==> src/rtl/mips_multicycle_ctrl_pkg.sv <==
// Shared types and encodings for the multicycle MIPS control FSM.
package mips_multicycle_ctrl_pkg;

    typedef enum logic [3:0] {
        FETCH   = 4'd0,
        DECODE  = 4'd1,
        MEMADR  = 4'd2,
        MEMRD   = 4'd3,
        MEMWB   = 4'd4,
        MEMWR   = 4'd5,
        EXECUTE = 4'd6,
        ALUWB   = 4'd7,
        BRANCH  = 4'd8,
        ADDIEX  = 4'd9,
        ADDIWB  = 4'd10,
        JUMP    = 4'd11
    } mc_state_t;

    localparam logic [5:0] OP_RTYPE = 6'b000000;
    localparam logic [5:0] OP_LW    = 6'b100011;
    localparam logic [5:0] OP_SW    = 6'b101011;
    localparam logic [5:0] OP_BEQ   = 6'b000100;
    localparam logic [5:0] OP_ADDI  = 6'b001000;
    localparam logic [5:0] OP_J     = 6'b000010;

    typedef enum logic [1:0] {
        ALU_ADD   = 2'b00,
        ALU_SUB   = 2'b01,
        ALU_FUNCT = 2'b10
    } alu_op_t;

    localparam logic [1:0] SRCB_B       = 2'b00;
    localparam logic [1:0] SRCB_FOUR    = 2'b01;
    localparam logic [1:0] SRCB_IMM     = 2'b10;
    localparam logic [1:0] SRCB_IMM_SH2 = 2'b11;

    localparam logic [1:0] PCSRC_ALU    = 2'b00;
    localparam logic [1:0] PCSRC_ALUOUT = 2'b01;
    localparam logic [1:0] PCSRC_JUMP   = 2'b10;

    function automatic logic op_is_legal(input logic [5:0] op);
        return (op == OP_RTYPE) || (op == OP_LW) || (op == OP_SW) ||
               (op == OP_BEQ) || (op == OP_ADDI) || (op == OP_J);
    endfunction

endpackage

==> src/rtl/mips_mc_next_state.sv <==
// Combinational next-state function of the multicycle control FSM.
module mips_mc_next_state
    import mips_multicycle_ctrl_pkg::*;
(
    input  mc_state_t   state,
    input  logic [5:0]  opcode,
    input  logic        mem_ready,
    output mc_state_t   next_state
);

    always_comb begin
        next_state = FETCH;
        case (state)
            FETCH:   next_state = mem_ready ? DECODE : FETCH;
            DECODE: begin
                case (opcode)
                    OP_LW, OP_SW: next_state = MEMADR;
                    OP_RTYPE:     next_state = EXECUTE;
                    OP_BEQ:       next_state = BRANCH;
                    OP_ADDI:      next_state = ADDIEX;
                    OP_J:         next_state = JUMP;
                    default:      next_state = FETCH;
                endcase
            end
            // Only lw/sw reach here, so anything other than sw is treated as lw.
            MEMADR:  next_state = (opcode == OP_SW) ? MEMWR : MEMRD;
            MEMRD:   next_state = mem_ready ? MEMWB : MEMRD;
            MEMWB:   next_state = FETCH;
            MEMWR:   next_state = mem_ready ? FETCH : MEMWR;
            EXECUTE: next_state = ALUWB;
            ALUWB:   next_state = FETCH;
            BRANCH:  next_state = FETCH;
            ADDIEX:  next_state = ADDIWB;
            ADDIWB:  next_state = FETCH;
            JUMP:    next_state = FETCH;
            default: next_state = FETCH;
        endcase
    end

endmodule

==> src/rtl/mips_multicycle_ctrl.sv <==
// Multicycle MIPS control FSM with a request/ready memory handshake.
module mips_multicycle_ctrl
    import mips_multicycle_ctrl_pkg::*;
#(
    parameter bit MEM_HANDSHAKE = 1'b1
) (
    input  logic        clk,
    input  logic        rst,
    input  logic [5:0]  opcode,
    input  logic        mem_ready,
    output logic        mem_req,
    output logic        mem_write,
    output logic        iord,
    output logic        ir_write,
    output logic        pc_write,
    output logic        branch,
    output logic [1:0]  pc_src,
    output logic        alu_src_a,
    output logic [1:0]  alu_src_b,
    output logic [1:0]  alu_op,
    output logic        reg_dst,
    output logic        mem_to_reg,
    output logic        reg_write,
    output logic        instr_done,
    output logic        illegal_op,
    output logic [3:0]  state
);

    mc_state_t state_q, state_d;
    logic      ready;

    assign ready = MEM_HANDSHAKE ? mem_ready : 1'b1;
    assign state = state_q;

    mips_mc_next_state u_next_state (
        .state      (state_q),
        .opcode     (opcode),
        .mem_ready  (ready),
        .next_state (state_d)
    );

    // Reset wins over any pending access; memory must tolerate the abandoned request.
    always_ff @(posedge clk) begin
        if (rst) begin
            state_q <= FETCH;
        end else begin
            state_q <= state_d;
        end
    end

    always_comb begin
        mem_req    = 1'b0;
        mem_write  = 1'b0;
        iord       = 1'b0;
        ir_write   = 1'b0;
        pc_write   = 1'b0;
        branch     = 1'b0;
        pc_src     = PCSRC_ALU;
        alu_src_a  = 1'b0;
        alu_src_b  = SRCB_B;
        alu_op     = ALU_ADD;
        reg_dst    = 1'b0;
        mem_to_reg = 1'b0;
        reg_write  = 1'b0;
        instr_done = 1'b0;
        illegal_op = 1'b0;
        case (state_q)
            FETCH: begin
                mem_req   = 1'b1;
                alu_src_b = SRCB_FOUR;
                ir_write  = ready;
                pc_write  = ready;
            end
            DECODE: begin
                alu_src_b  = SRCB_IMM_SH2;
                illegal_op = !op_is_legal(opcode);
                instr_done = !op_is_legal(opcode);
            end
            MEMADR: begin
                alu_src_a = 1'b1;
                alu_src_b = SRCB_IMM;
            end
            MEMRD: begin
                mem_req = 1'b1;
                iord    = 1'b1;
            end
            MEMWB: begin
                reg_write  = 1'b1;
                mem_to_reg = 1'b1;
                instr_done = 1'b1;
            end
            MEMWR: begin
                mem_req    = 1'b1;
                mem_write  = 1'b1;
                iord       = 1'b1;
                instr_done = ready;
            end
            EXECUTE: begin
                alu_src_a = 1'b1;
                alu_op    = ALU_FUNCT;
            end
            ALUWB: begin
                reg_write  = 1'b1;
                reg_dst    = 1'b1;
                instr_done = 1'b1;
            end
            BRANCH: begin
                alu_src_a  = 1'b1;
                alu_op     = ALU_SUB;
                branch     = 1'b1;
                pc_src     = PCSRC_ALUOUT;
                instr_done = 1'b1;
            end
            ADDIEX: begin
                alu_src_a = 1'b1;
                alu_src_b = SRCB_IMM;
            end
            ADDIWB: begin
                reg_write  = 1'b1;
                instr_done = 1'b1;
            end
            JUMP: begin
                pc_write   = 1'b1;
                pc_src     = PCSRC_JUMP;
                instr_done = 1'b1;
            end
            default: ;
        endcase
    end

endmodule

==> config.mk <==
export PLATFORM = sky130hd
export DESIGN_NAME = mips_multicycle_ctrl
export DESIGN_NICKNAME = d
export VERILOG_FILES = /design/src/rtl/mips_multicycle_ctrl_pkg.sv /design/src/rtl/mips_mc_next_state.sv /design/src/rtl/mips_multicycle_ctrl.sv
export SDC_FILE = /design/constraint.sdc
export NUM_CORES = 1
export LEC_CHECK = 0
export ABC_AREA = 1
export BUFFER_PORTS_ARGS = -buffer_cell sky130_fd_sc_hd__buf_4
export CAP_MARGIN = 10
export CORE_MARGIN = 2
export CORE_UTILIZATION = 35
export CTS_CLUSTER_SIZE = 28
export DETAILED_ROUTE_END_ITERATION = 7
export PLACE_DENSITY_LB_ADDON = 0.3
export SETUP_SLACK_MARGIN = 0.4
export SYNTH_ARGS = -nofsm -noshare
export SYNTH_HDL_FRONTEND = slang
export SYNTH_SLANG_ARGS = --single-unit
==> constraint.sdc <==
create_clock -name clk -period 1.1 [get_ports clk]
set_input_delay 0.22 -clock clk [delete_from_list [all_inputs] [get_ports clk]]
set_output_delay 0.22 -clock clk [all_outputs]
set_load 0.1 [all_outputs]
==> metrics.txt, run 1 <==
# TYPE chip_impl_metric gauge
chip_impl_info{name="status",value="aborted with a tool error"} 1
chip_impl_info{name="flow.stopped_at",value="4_1_cts"} 1
chip_impl_info{name="run.stop_error",value="[ERROR DPL-0038] Utilization greater than 100%, impossible to legalize"} 1
chip_impl_metric{name="synthAdderAreaFrac",unit="%"} 0
chip_impl_info{name="dominant_combinational_cell_family_by_area_after_synthesis",value="simple AND/OR/NAND/NOR gates"} 1
chip_impl_metric{name="post_cts_resized",unit=""} 93
chip_impl_metric{name="rows",unit=""} 14
chip_impl_metric{name="finalWeightedCongestion",unit=""} 0.8665
chip_impl_metric{name="syn-instance-count",unit=""} 105
chip_impl_metric{name="h-tree-depth",unit=""} 1
chip_impl_metric{name="syn_area_per_cell",unit="sq um"} 5.136
chip_impl_metric{name="portBuffers",unit=""} 30
chip_impl_metric{name="post-cts-setup-buffers",unit=""} 3
chip_impl_metric{name="tritoncts_buffer_count",unit=""} 3
chip_impl_metric{name="clock-sinks",unit=""} 4
chip_impl_metric{name="initial_utilization",unit="%"} 36.65
chip_impl_metric{name="dieHeight",unit="um"} 43.25
chip_impl_metric{name="count_of_unique_library_cells_instantiated_by_yosys",unit=""} 17
chip_impl_metric{name="post_synthesis_sequential_area_ratio",unit="%"} 14.85
chip_impl_metric{name="postCtsHoldBufs",unit=""} 0
chip_impl_metric{name="hpwl_after_dpl",unit="um"} 1783
chip_impl_metric{name="top_level_i_o_count",unit=""} 31
chip_impl_metric{name="place_area",unit="sq um"} 1137
chip_impl_metric{name="synthesized_nets",unit=""} 114
chip_impl_metric{name="netlist_area",unit="sq um"} 539.3
chip_impl_metric{name="synth-xor-area-share",unit="%"} 0
chip_impl_metric{name="number_of_synthesis_warnings",unit=""} 0
chip_impl_metric{name="synth_compound_area_share",unit="%"} 11.14
chip_impl_info{name="cts_root_buffer",value="sky130_fd_sc_hd__clkbuf_4"} 1
chip_impl_metric{name="ctsLongestPathBuffers",unit=""} 2
chip_impl_metric{name="synth_mux_area_share",unit="%"} 0
chip_impl_metric{name="synth_seq_cells",unit=""} 4
chip_impl_metric{name="synth_simple_gate_area_share",unit="%"} 61.48
chip_impl_metric{name="die_width",unit="um"} 43.25
## cells by family after synthesis
group | count (synthesis)
flops | 4
simple gates | 73
buf+inv | 17
compound gates | 11
## stage by stage
step	util, %	instances	worst slack [ns]	setup TNS, ns
after floorplan	-	105	-1.281	-14.65
after global placement	77.30	181	-0.3112	-4.230
after detailed placement	77.30	181	-0.3544	-4.663
## cells in the mapped netlist
| cell type | count | area [sq um] |
|---|---|---|
| sky130_fd_sc_hd__nor2_1 | 34 | 127.6 |
| sky130_fd_sc_hd__nand2_1 | 18 | 67.56 |
| sky130_fd_sc_hd__inv_1 | 13 | 48.80 |
| sky130_fd_sc_hd__nand3_1 | 12 | 60.06 |
| sky130_fd_sc_hd__o21ai_0 | 5 | 25.02 |
| sky130_fd_sc_hd__a21oi_1 | 4 | 20.02 |
| sky130_fd_sc_hd__dfxtp_1 | 4 | 80.08 |
| sky130_fd_sc_hd__inv_2 | 3 | 11.26 |
| sky130_fd_sc_hd__nand2_2 | 2 | 12.51 |
| sky130_fd_sc_hd__nand2_4 | 2 | 22.52 |
| sky130_fd_sc_hd__nor2_4 | 2 | 22.52 |
| sky130_fd_sc_hd__buf_4 | 1 | 7.510 |
| sky130_fd_sc_hd__nand3b_1 | 1 | 7.510 |
| sky130_fd_sc_hd__nand4_1 | 1 | 6.260 |
| sky130_fd_sc_hd__nor3_1 | 1 | 5.000 |
| sky130_fd_sc_hd__o211ai_1 | 1 | 7.510 |
| sky130_fd_sc_hd__o21bai_1 | 1 | 7.510 |
==> inputs of run 2 (changes only) <==
Settings changed: CORE_AREA set to 2 2 63 65, CORE_MARGIN 2 to unset, CORE_UTILIZATION 35 to unset, CTS_CLUSTER_SIZE 28 to unset, DIE_AREA set to 0 0 65 67, PLACE_DENSITY_LB_ADDON 0.3 to 0.15, SETUP_SLACK_MARGIN 0.4 to unset.
Clock period 1.1 ns to 1.43 ns, I/O delays scaled along.
==> run 2 against run 1 <==
  * The flow now finishes, with violations (negative setup slack)
  * Synthesized cell count is the same
  * Area after synthesis is the same
==> metrics.txt, run 2 <==
# TYPE chip_impl_metric gauge
chip_impl_metric{name="h-tree-depth",unit=""} 1
chip_impl_info{name="crit_type",value="register to output pin"} 1
chip_impl_metric{name="netlist_area",unit="sq um"} 539.3
chip_impl_info{name="cts_root_buffer",value="sky130_fd_sc_hd__clkbuf_8"} 1
chip_impl_metric{name="fp.dieArea",unit="sq um"} 4355
chip_impl_metric{name="antenna-diode-count",unit=""} 0
chip_impl_metric{name="postSynth.asyncResetShare",unit="%"} 0
chip_impl_metric{name="finalWorstSetupSlack",unit="ns"} -0.2438
chip_impl_metric{name="vias_per_cell",unit=""} 4.145
chip_impl_metric{name="routedWlPerCell",unit="um"} 11.19
chip_impl_metric{name="post_synthesis_sequential_area_ratio",unit="%"} 14.85
chip_impl_metric{name="core_area",unit="sq um"} 3606
chip_impl_info{name="yosysMostFrequentCell",value="sky130_fd_sc_hd__nor2_1"} 1
chip_impl_metric{name="post_route_cells_drive_above_1_share",unit="%"} 70.97
chip_impl_info{name="status",value="complete, but fails checks"} 1
chip_impl_metric{name="hpwl_after_dpl",unit="um"} 1963
chip_impl_metric{name="synth_largest_type_area_fraction",unit="%"} 23.67
chip_impl_info{name="tritoncts",value="built"} 1
chip_impl_metric{name="cp_max_fo",unit=""} 4
chip_impl_metric{name="max_clock_freq",unit="MHz"} 597.5
chip_impl_metric{name="detailedPlace.worstSlack",unit="ns"} -0.1528
chip_impl_metric{name="clock-skew-final",unit="ns"} 0.001024
chip_impl_metric{name="detailroute.via_count",unit=""} 970
chip_impl_metric{name="tritoncts_buffer_count",unit=""} 3
chip_impl_metric{name="maxCapViolCount",unit=""} 0
chip_impl_metric{name="clkSlewWorstSetupHoldPaths",unit="ns"} 0.03
chip_impl_metric{name="met2_wirelength",unit="um"} 1531
chip_impl_info{name="synth_top_cells_by_count",value="34 x sky130_fd_sc_hd__nor2_1, 18 x sky130_fd_sc_hd__nand2_1, 13 x sky130_fd_sc_hd__inv_1"} 1
chip_impl_metric{name="required_time_reported_for_the_critical_path_endpoint",unit="ns"} 1.14
chip_impl_metric{name="synth_edf_count",unit=""} 0
chip_impl_metric{name="p_leak",unit="uW"} 0.0008451
chip_impl_metric{name="number_of_synthesis_warnings",unit=""} 0
chip_impl_metric{name="initial_antenna_violation_count",unit=""} 0
chip_impl_metric{name="die_width",unit="um"} 65
chip_impl_metric{name="timing.final.setup_violations",unit=""} 18
chip_impl_metric{name="worst_ir_drop_vdd",unit="mV"} 0.2782
chip_impl_info{name="violations_in_the_final_reports",value="negative setup slack"} 1
chip_impl_metric{name="power_density",unit="nW/um^2"} 408.2
chip_impl_info{name="synthDominantAreaCellType",value="sky130_fd_sc_hd__nor2_1"} 1
chip_impl_metric{name="worst_slew_margin_rel",unit="%"} 81.48
chip_impl_info{name="ys_dominant_reg_cell",value="sky130_fd_sc_hd__dfxtp_1"} 1
chip_impl_metric{name="worst-slew-pin-transition",unit="ns"} 0.2771
chip_impl_info{name="final_cell_mix",value="37 x sky130_fd_sc_hd__buf_4, 22 x sky130_fd_sc_hd__buf_6, 19 x sky130_fd_sc_hd__buf_12"} 1
chip_impl_metric{name="postCtsHoldBufs",unit=""} 0
chip_impl_metric{name="largest_register_ffs",unit=""} 4
chip_impl_metric{name="syn_area_per_cell",unit="sq um"} 5.136
chip_impl_metric{name="clkLatencyLatePin",unit="ns"} 0.21
chip_impl_metric{name="register_area",unit="sq um"} 95.09
chip_impl_metric{name="multi_input_comb_area",unit="sq um"} 655.6
chip_impl_metric{name="count_of_unique_library_cells_instantiated_by_yosys",unit=""} 17
chip_impl_metric{name="top_level_i_o_count",unit=""} 31
chip_impl_metric{name="gr-total-overflow",unit=""} 0
chip_impl_info{name="layout_commonest_cell",value="sky130_fd_sc_hd__buf_4"} 1
chip_impl_metric{name="cp.arrival",unit="ns"} 1.39
chip_impl_metric{name="finalWeightedCongestion",unit=""} 0.8689
chip_impl_metric{name="wl_met3",unit="um"} 117
chip_impl_metric{name="post-route-period-util",unit="%"} 117.0
chip_impl_info{name="timing.critical_path.from_type",value="register"} 1
chip_impl_metric{name="number_of_filler_instances_in_the_final_layout",unit=""} 327
chip_impl_metric{name="rows",unit=""} 22
chip_impl_metric{name="stdcell_count",unit=""} 234
chip_impl_metric{name="grt_start_max_net_pins",unit=""} 6
chip_impl_metric{name="slew_viol_final",unit=""} 0
chip_impl_metric{name="clock-sinks",unit=""} 4
chip_impl_info{name="worstSetupEndpointType",value="output pin"} 1
chip_impl_metric{name="totalWireLength",unit="um"} 2619
chip_impl_info{name="yosys-top-cells-area",value="sky130_fd_sc_hd__nor2_1 24%, sky130_fd_sc_hd__dfxtp_1 15%, sky130_fd_sc_hd__nand2_1 13%"} 1
chip_impl_metric{name="synth_seq_cells",unit=""} 4
chip_impl_metric{name="finalCriticalPeriod",unit="ns"} 1.674
chip_impl_metric{name="portBuffers",unit=""} 30
chip_impl_metric{name="synthesized_nets",unit=""} 114
chip_impl_info{name="min_path_type",value="primary input to register"} 1
chip_impl_metric{name="drtIter0Drc",unit=""} 18
chip_impl_metric{name="drt.antenna.violating_nets",unit=""} 0
chip_impl_info{name="grt_setup_unrepaired",value="yes"} 1
chip_impl_metric{name="groute.usage.overall",unit="%"} 12.67
chip_impl_metric{name="initial_utilization",unit="%"} 14.95
chip_impl_metric{name="syn-instance-count",unit=""} 105
chip_impl_metric{name="number_of_global_route_vias_before_repair",unit=""} 1014
chip_impl_metric{name="number_of_design_rule_violations_left_after_detail_routing",unit=""} 0
chip_impl_metric{name="dr.pass1.iters",unit=""} 4
chip_impl_metric{name="layout.nets",unit=""} 197
chip_impl_metric{name="dieHeight",unit="um"} 67
chip_impl_metric{name="met1Wirelength",unit="um"} 970
chip_impl_metric{name="grt_first_pass_wirelength",unit="um"} 4360
chip_impl_metric{name="ctsLongestPathBuffers",unit=""} 2
chip_impl_metric{name="post_placement_cell_count",unit=""} 219
chip_impl_metric{name="area_growth_syn_to_layout",unit="%"} 242.9
chip_impl_metric{name="hold_violations",unit=""} 0
chip_impl_info{name="topRoutingLayerUsed",value="met3"} 1
## run 2: critical path, cell delays in order (launching register included)
cell and delay [ns]:
sky130_fd_sc_hd__dfxtp_4 0.36, sky130_fd_sc_hd__inv_4 0.07, sky130_fd_sc_hd__nand2_4 0.06, sky130_fd_sc_hd__buf_12 0.13
sky130_fd_sc_hd__nor2_4 0.10, sky130_fd_sc_hd__nand3_4 0.10, sky130_fd_sc_hd__o21ai_4 0.16, sky130_fd_sc_hd__buf_12 0.19
## run 2: worst paths after layout
path | start | cells after the start | end | slack, ns
worst max-delay path | state[1] | 7 | instr_done | -0.24
worst min-delay path | rst | 2 | state[1] | 0.25
worst max register to register | state[2] | 9 | state[0] | 0.06
worst min register to register | state[3] | 4 | state[3] | 0.75
## run 2: timing repair
item,in CTS,in global routing
setup endpoints to repair,18,19
buffers inserted,13,6
pin swaps,15,22
gates cloned,0,0
resized for setup,85,41
## run 2: cell type report
class | count | area share (%)
Clock buffer | 3 | 2.233
Inverter | 16 | 4.127
Multi-Input combinational cell | 84 | 35.45
Sequential cell | 4 | 5.142
Tap cell | 48 | 3.248
Timing Repair Buffer | 79 | 49.80
## run 2: through the flow
stage | TNS (ns) | hold WS, ns | power (uW) | area (sq um) | util (%)
after global routing | -3.407 | 0.2441 | 800.9 | 1849 | 51.28
after floorplan | -8.982 | 0.3454 | 324.7 | 666.9 | -
after global placement | -0.6276 | 0.4683 | 436.0 | 1222 | 33.90
after CTS | -2.450 | 0.2437 | 752.8 | 1688 | 46.81
after detailed placement | -0.5656 | 0.4719 | 436.2 | 1222 | 33.90
final | -2.466 | 0.2485 | 754.9 | 1849 | 51.28
## run 2: cell families (layout without fill, tap and decap cells)
group,after synthesis,in the layout,share of synthesized area (%)
AO/OA/AOI/OAI,11,11,11.14
flip-flops,4,4,14.85
buffers and inverters,17,98,12.53
AND/OR/NAND/NOR,73,73,61.48
## run 2: where the power goes
part / leakage [uW] / total (uW) / internal, uW / switching (uW)
Sequential: 0.0000355 / 117 / 110 / 7.16
Clock: 0.0000216 / 233 / 179 / 54.2
Combinational: 0.000788 / 405 / 162 / 242
## run 2: layer usage
layer | track usage [%] | up-vias
li1 | - | 495
met1 | 13.98 | 446
met2 | 25.64 | 29
met3 | 2.534 | 0
met4 | 0.7979 | 0
met5 | 0 | -
Note: power is estimated with default switching activity, not from simulation.
==> inputs of run 3 (changes only) <==
Settings changed: REMOVE_ABC_BUFFERS set to 1.
==> run 3 against run 2 <==
  * The run still ends with negative setup slack left
  * Critical path depth shrank 2
  * Combinational power fell by 13%
  * Global-route usage is 2.2 points lower
  * Register-to-register slack better by 0.06 ns
  * Largest power group unchanged
  * Fmax is 2.4% higher
  * Largest cell class unchanged
  * Worst setup slack improved by 0.040 ns
==> metrics.txt, run 3 (synthesis gave the netlist of run 2 again) <==
# TYPE chip_impl_metric gauge
chip_impl_metric{name="number_of_design_rule_violations_left_after_detail_routing",unit=""} 0
chip_impl_info{name="violations_in_the_final_reports",value="negative setup slack"} 1
chip_impl_info{name="timing.critical_path.from_type",value="register"} 1
chip_impl_metric{name="p_leak",unit="uW"} 0.0007072
chip_impl_metric{name="rows",unit=""} 22
chip_impl_metric{name="vias_per_cell",unit=""} 3.972
chip_impl_info{name="layout_commonest_cell",value="sky130_fd_sc_hd__buf_4"} 1
chip_impl_metric{name="dr.pass1.iters",unit=""} 3
chip_impl_metric{name="top_level_i_o_count",unit=""} 31
chip_impl_metric{name="timing.final.setup_violations",unit=""} 17
chip_impl_metric{name="maxCapViolCount",unit=""} 0
chip_impl_metric{name="clock-sinks",unit=""} 4
chip_impl_metric{name="tritoncts_buffer_count",unit=""} 3
chip_impl_metric{name="postCtsHoldBufs",unit=""} 0
chip_impl_metric{name="cp_max_fo",unit=""} 5
chip_impl_metric{name="drtIter0Drc",unit=""} 11
chip_impl_metric{name="detailedPlace.worstSlack",unit="ns"} -0.1491
chip_impl_metric{name="power_density",unit="nW/um^2"} 469.8
chip_impl_metric{name="die_width",unit="um"} 65
chip_impl_info{name="grt_setup_unrepaired",value="yes"} 1
chip_impl_info{name="cts_root_buffer",value="sky130_fd_sc_hd__clkbuf_8"} 1
chip_impl_metric{name="power.combinational.fraction",unit="%"} 50.5
chip_impl_metric{name="clkLatencyLatePin",unit="ns"} 0.21
chip_impl_metric{name="number_of_filler_instances_in_the_final_layout",unit=""} 390
chip_impl_metric{name="finalWorstSetupSlack",unit="ns"} -0.2039
chip_impl_metric{name="clkSlewWorstSetupHoldPaths",unit="ns"} 0.03
chip_impl_metric{name="hpwl_after_dpl",unit="um"} 1866
chip_impl_metric{name="antenna-diode-count",unit=""} 0
chip_impl_metric{name="required_time_reported_for_the_critical_path_endpoint",unit="ns"} 1.14
chip_impl_metric{name="power.total",unit="uW"} 700.0
chip_impl_metric{name="initial_utilization",unit="%"} 14.95
chip_impl_metric{name="totalWireLength",unit="um"} 2354
chip_impl_metric{name="drt.antenna.violating_nets",unit=""} 0
chip_impl_metric{name="swShare",unit="%"} 40.40
chip_impl_metric{name="fp.dieArea",unit="sq um"} 4355
chip_impl_metric{name="portBuffers",unit=""} 30
chip_impl_metric{name="initial_antenna_violation_count",unit=""} 0
chip_impl_metric{name="hold_violations",unit=""} 0
chip_impl_metric{name="grt_first_pass_wirelength",unit="um"} 3601
chip_impl_metric{name="ctsLongestPathBuffers",unit=""} 2
chip_impl_metric{name="post-route-period-util",unit="%"} 114.3
chip_impl_metric{name="gr-total-overflow",unit=""} 0
chip_impl_metric{name="grt_start_max_net_pins",unit=""} 6
chip_impl_metric{name="number_of_global_route_vias_before_repair",unit=""} 834
chip_impl_info{name="crit_type",value="register to output pin"} 1
chip_impl_metric{name="largest_register_ffs",unit=""} 4
chip_impl_info{name="tritoncts",value="built"} 1
chip_impl_info{name="status",value="complete, but fails checks"} 1
chip_impl_info{name="min_path_type",value="primary input to register"} 1
chip_impl_metric{name="detailroute.via_count",unit=""} 866
chip_impl_metric{name="area_growth_syn_to_layout",unit="%"} 176.3
chip_impl_metric{name="cp.arrival",unit="ns"} 1.35
chip_impl_metric{name="worst_ir_drop_vdd",unit="mV"} 0.4951
chip_impl_metric{name="worst_slew_margin_rel",unit="%"} 81.50
chip_impl_metric{name="layout.nets",unit=""} 181
chip_impl_metric{name="groute.usage.overall",unit="%"} 10.46
chip_impl_metric{name="internal_power",unit="uW"} 417.2
chip_impl_metric{name="setup_total_negative_slack",unit="ns"} -2.221
chip_impl_metric{name="max_clock_freq",unit="MHz"} 612.0
chip_impl_metric{name="stdcell_count",unit=""} 218
chip_impl_metric{name="clock-skew-final",unit="ns"} 0.002788
chip_impl_metric{name="power.switching",unit="uW"} 282.8
chip_impl_metric{name="post_placement_cell_count",unit=""} 212
chip_impl_metric{name="share_seq_of_total_power",unit="%"} 16.3
chip_impl_metric{name="dieHeight",unit="um"} 67
chip_impl_metric{name="finalCriticalPeriod",unit="ns"} 1.634
chip_impl_metric{name="h-tree-depth",unit=""} 1
chip_impl_metric{name="post_route_cells_drive_above_1_share",unit="%"} 61.76
chip_impl_metric{name="slew_viol_final",unit=""} 0
chip_impl_metric{name="core_area",unit="sq um"} 3606
chip_impl_info{name="final_cell_mix",value="40 x sky130_fd_sc_hd__buf_4, 21 x sky130_fd_sc_hd__nor2_1, 15 x sky130_fd_sc_hd__nand2_1, 15 x sky130_fd_sc_hd__buf_12"} 1
chip_impl_metric{name="finalWeightedCongestion",unit=""} 0.8189
chip_impl_metric{name="final_core_util",unit="%"} 41.33
chip_impl_metric{name="worst-slew-pin-transition",unit="ns"} 0.2797
chip_impl_metric{name="pwr-share-clk",unit="%"} 33.1
chip_impl_metric{name="routedWlPerCell",unit="um"} 10.80
chip_impl_info{name="worstSetupEndpointType",value="output pin"} 1
-- run 3: changes by cell type in the layout (fill, tap and decap cells not counted), sizes merged --
| cell | before | now |
|---|---|---|
| inv | 15 | 16 |
| buf | 79 | 63 |
| clkinvlp | 1 | 0 |
-- run 3: power by group through the flow --
stage | clock (uW) | combinational [uW] | sequential (uW)
after CTS | 239 | 330 | 117
final | 232 | 354 | 114
after global routing | 250 | 370 | 115
after detailed placement | 0 | 281 | 120
after global placement | 0 | 281 | 120
after floorplan | 0 | 171 | 140
-- run 3: worst max-delay path, cell delays in order, from the launching register on --
cell                       delay, ns
sky130_fd_sc_hd__dfxtp_4        0.37
sky130_fd_sc_hd__buf_6          0.13
sky130_fd_sc_hd__nand2_4        0.05
sky130_fd_sc_hd__buf_6          0.13
sky130_fd_sc_hd__o21bai_1       0.19
sky130_fd_sc_hd__buf_6          0.26
-- run 3: final cells by class --
cell class,count,area [sq um],share of cell area [%]
flip-flops and latches,4,95.09,6.381
repair buffers,63,690.7,46.35
inverters,16,72.57,4.870
multi-input cells,84,530.5,35.60
clock buffers,3,41.29,2.771
well taps,48,60.06,4.030
-- run 3: final timing paths --
kind	endpoint	from	slack, ns	cells past startpoint
min reg2reg	state[3]	state[3]	0.64	3
min	state[1]	rst	0.25	2
max	reg_write	state[3]	-0.20	5
max reg2reg	state[1]	state[0]	0.12	9
-- run 3: per-layer routing --
| metal | share of wire (%) | global-route usage [%] | wire length (um) | vias to the layer above |
|---|---|---|---|---|
| met1 | 46 | 13.25 | 1091 | 380 |
| met3 | 4.8 | 1.858 | 113 | 0 |
| met4 | 0 | 0.7979 | 0 | 0 |
| li1 | - | - | - | 462 |
| met2 | 49 | 19.07 | 1149 | 24 |
| met5 | 0 | 0 | 0 | - |
-- run 3: stage by stage --
stage          hold slack, ns  area (sq um)
6_report               0.2483          1490
5_1_grt                0.2511          1490
4_1_cts                0.2493          1374
3_5_place_dp           0.4833          1042
3_3_place_gp           0.4768          1042
2_1_floorplan          0.3551         531.8
-- run 3: what timing repair did --
| action | 4_1_cts | 5_1_grt |
|---|---|---|
| endpoints found under the setup margin | 18 | 18 |
| buffers inserted | 3 | 1 |
| resized for setup | 79 | 28 |
| pin swaps | 10 | 9 |
| gates cloned | 0 | 0 |
==> inputs of run 4 (changes only) <==
Clock period 1.43 ns to 2.08 ns, I/O delays scaled along.
==> run 4 against run 3 <==
  * Largest cell class is now multi-input combinational cells
  * Power shrank 40%
  * Combinational power shrank 50%
  * The run now ends clean
  * Sequential cell count is the same
  * Highest routed layer unchanged
  * Sequential share of layout area grew 3.3 points
  * Largest power group unchanged
==> metrics.txt, run 4 (synthesis gave the netlist of run 2 again) <==
# TYPE chip_impl_metric gauge
chip_impl_info{name="status",value="completed"} 1
chip_impl_metric{name="slew_viol_final",unit=""} 0
chip_impl_info{name="topRoutingLayerUsed",value="met3"} 1
chip_impl_metric{name="post_placement_cell_count",unit=""} 184
chip_impl_metric{name="finalWeightedCongestion",unit=""} 0.7535
chip_impl_metric{name="met1Wirelength",unit="um"} 995
chip_impl_metric{name="hold_violations",unit=""} 0
chip_impl_metric{name="detailedPlace.worstSlack",unit="ns"} 0.2233
chip_impl_metric{name="clock-skew-final",unit="ns"} 0.005237
chip_impl_metric{name="finalCriticalPeriod",unit="ns"} 1.966
chip_impl_metric{name="maxCapViolCount",unit=""} 0
chip_impl_metric{name="cp_max_fo",unit=""} 7
chip_impl_metric{name="tritoncts_buffer_count",unit=""} 3
chip_impl_metric{name="wl_met3",unit="um"} 152
chip_impl_metric{name="p_leak",unit="uW"} 0.0004694
chip_impl_metric{name="layout.nets",unit=""} 150
chip_impl_metric{name="clkLatencyLatePin",unit="ns"} 0.22
chip_impl_metric{name="detailroute.via_count",unit=""} 763
chip_impl_metric{name="max_clock_freq",unit="MHz"} 508.6
chip_impl_metric{name="antenna-diode-count",unit=""} 0
chip_impl_metric{name="hpwl_after_dpl",unit="um"} 1693
chip_impl_metric{name="dr.pass1.iters",unit=""} 4
chip_impl_metric{name="final_core_util",unit="%"} 24.46
chip_impl_metric{name="number_of_global_route_vias_before_repair",unit=""} 732
chip_impl_metric{name="vias_per_cell",unit=""} 4.080
chip_impl_metric{name="area_growth_syn_to_layout",unit="%"} 63.57
chip_impl_metric{name="post-route-period-util",unit="%"} 94.53
chip_impl_metric{name="top_level_i_o_count",unit=""} 31
chip_impl_metric{name="power_density",unit="nW/um^2"} 478.0
chip_impl_metric{name="clock-sinks",unit=""} 4
chip_impl_info{name="timing.critical_path.from_type",value="register"} 1
chip_impl_info{name="tritoncts",value="built"} 1
chip_impl_metric{name="drtIter0Drc",unit=""} 28
chip_impl_metric{name="dieHeight",unit="um"} 67
chip_impl_info{name="crit_type",value="register to output pin"} 1
chip_impl_metric{name="h-tree-depth",unit=""} 1
chip_impl_metric{name="timing.final.setup_violations",unit=""} 0
chip_impl_metric{name="die_width",unit="um"} 65
chip_impl_metric{name="cp.arrival",unit="ns"} 1.55
chip_impl_metric{name="stdcell_count",unit=""} 187
chip_impl_metric{name="gr-total-overflow",unit=""} 0
chip_impl_metric{name="core_area",unit="sq um"} 3606
chip_impl_metric{name="number_of_design_rule_violations_left_after_detail_routing",unit=""} 0
chip_impl_metric{name="rows",unit=""} 22
chip_impl_info{name="min_path_type",value="primary input to register"} 1
chip_impl_metric{name="portBuffers",unit=""} 30
chip_impl_metric{name="grt_start_max_net_pins",unit=""} 8
chip_impl_metric{name="fp.dieArea",unit="sq um"} 4355
chip_impl_metric{name="required_time_reported_for_the_critical_path_endpoint",unit="ns"} 1.66
chip_impl_metric{name="worst-slew-pin-transition",unit="ns"} 0.2710
chip_impl_info{name="worstSetupEndpointType",value="output pin"} 1
chip_impl_metric{name="groute.usage.overall",unit="%"} 9.964
chip_impl_info{name="grt_setup_unrepaired",value="no"} 1
chip_impl_metric{name="initial_utilization",unit="%"} 14.95
chip_impl_metric{name="initial_antenna_violation_count",unit=""} 0
chip_impl_metric{name="totalWireLength",unit="um"} 1983
chip_impl_metric{name="power.total",unit="uW"} 421.7
chip_impl_metric{name="finalWorstSetupSlack",unit="ns"} 0.1137
chip_impl_metric{name="drt.antenna.violating_nets",unit=""} 0
chip_impl_metric{name="routedWlPerCell",unit="um"} 10.60
chip_impl_metric{name="clkSlewWorstSetupHoldPaths",unit="ns"} 0.03
chip_impl_metric{name="met2_wirelength",unit="um"} 834
chip_impl_metric{name="postLayoutCellArea",unit="sq um"} 882.1
chip_impl_metric{name="post_route_cells_drive_above_1_share",unit="%"} 34.53
chip_impl_info{name="cts_root_buffer",value="sky130_fd_sc_hd__clkbuf_8"} 1
chip_impl_info{name="layout_commonest_cell",value="sky130_fd_sc_hd__nor2_1"} 1
chip_impl_metric{name="ctsLongestPathBuffers",unit=""} 2
chip_impl_metric{name="worst_slew_margin_rel",unit="%"} 81.86
chip_impl_info{name="final_cell_mix",value="34 x sky130_fd_sc_hd__nor2_1, 31 x sky130_fd_sc_hd__buf_4, 18 x sky130_fd_sc_hd__nand2_1"} 1
chip_impl_metric{name="place_area",unit="sq um"} 832.0
chip_impl_metric{name="worst_ir_drop_vdd",unit="mV"} 0.3338
chip_impl_metric{name="largest_register_ffs",unit=""} 4
chip_impl_metric{name="grt_first_pass_wirelength",unit="um"} 3318
==> run 4: critical path, cell delays in order (launching register included) <==
cell                      delay (ns)
sky130_fd_sc_hd__dfxtp_2        0.38
sky130_fd_sc_hd__inv_1          0.08
sky130_fd_sc_hd__nand2_2        0.14
sky130_fd_sc_hd__nor2_4         0.06
sky130_fd_sc_hd__inv_1          0.09
sky130_fd_sc_hd__nor2_1         0.05
sky130_fd_sc_hd__nor3_1         0.22
sky130_fd_sc_hd__o21ai_1        0.13
sky130_fd_sc_hd__buf_6          0.20
==> run 4: metrics by stage <==
stage | TNS, ns | hold slack [ns]
finish | 0 | 0.3804
global route | 0 | 0.3876
CTS | 0 | 0.3893
detailed placement | 0 | 0.5923
global placement | 0 | 0.5654
floorplan | -22.75 | 0.4851
==> run 4: metal layers <==
layer	track usage [%]	vias to the layer above
li1	-	397
met5	0	-
met4	1.596	0
met3	4.054	0
met1	12.98	338
met2	15.59	28
==> run 4: timing repair <==
item / 4_1_cts / 5_1_grt
hold buffers: 0 / 0
resized for setup: 1 / 5
buffers inserted: 0 / 0
setup endpoints to repair: 1 / 2
==> run 4: power breakdown <==
part           total [uW]  switching, uW  internal, uW
logic                 178            135          42.9
registers            82.9           3.34          79.6
clock network         161           37.6           123
==> run 4: layout make-up <==
type	count	area, sq um
Clock buffer	3	41.29
Fill cell	436	2724
Inverter	16	60.06
Multi-Input combinational cell	84	391.6
Sequential cell	4	85.08
Tap cell	48	60.06
Timing Repair Buffer	32	244.0
==> run 4: final timing paths <==
kind / to / cells after the start / start / slack, ns
min: state[0] / 2 / rst / 0.38
min reg2reg: state[3] / 2 / state[3] / 0.54
max: instr_done / 8 / state[1] / 0.11
max reg2reg: state[1] / 7 / state[0] / 0.91
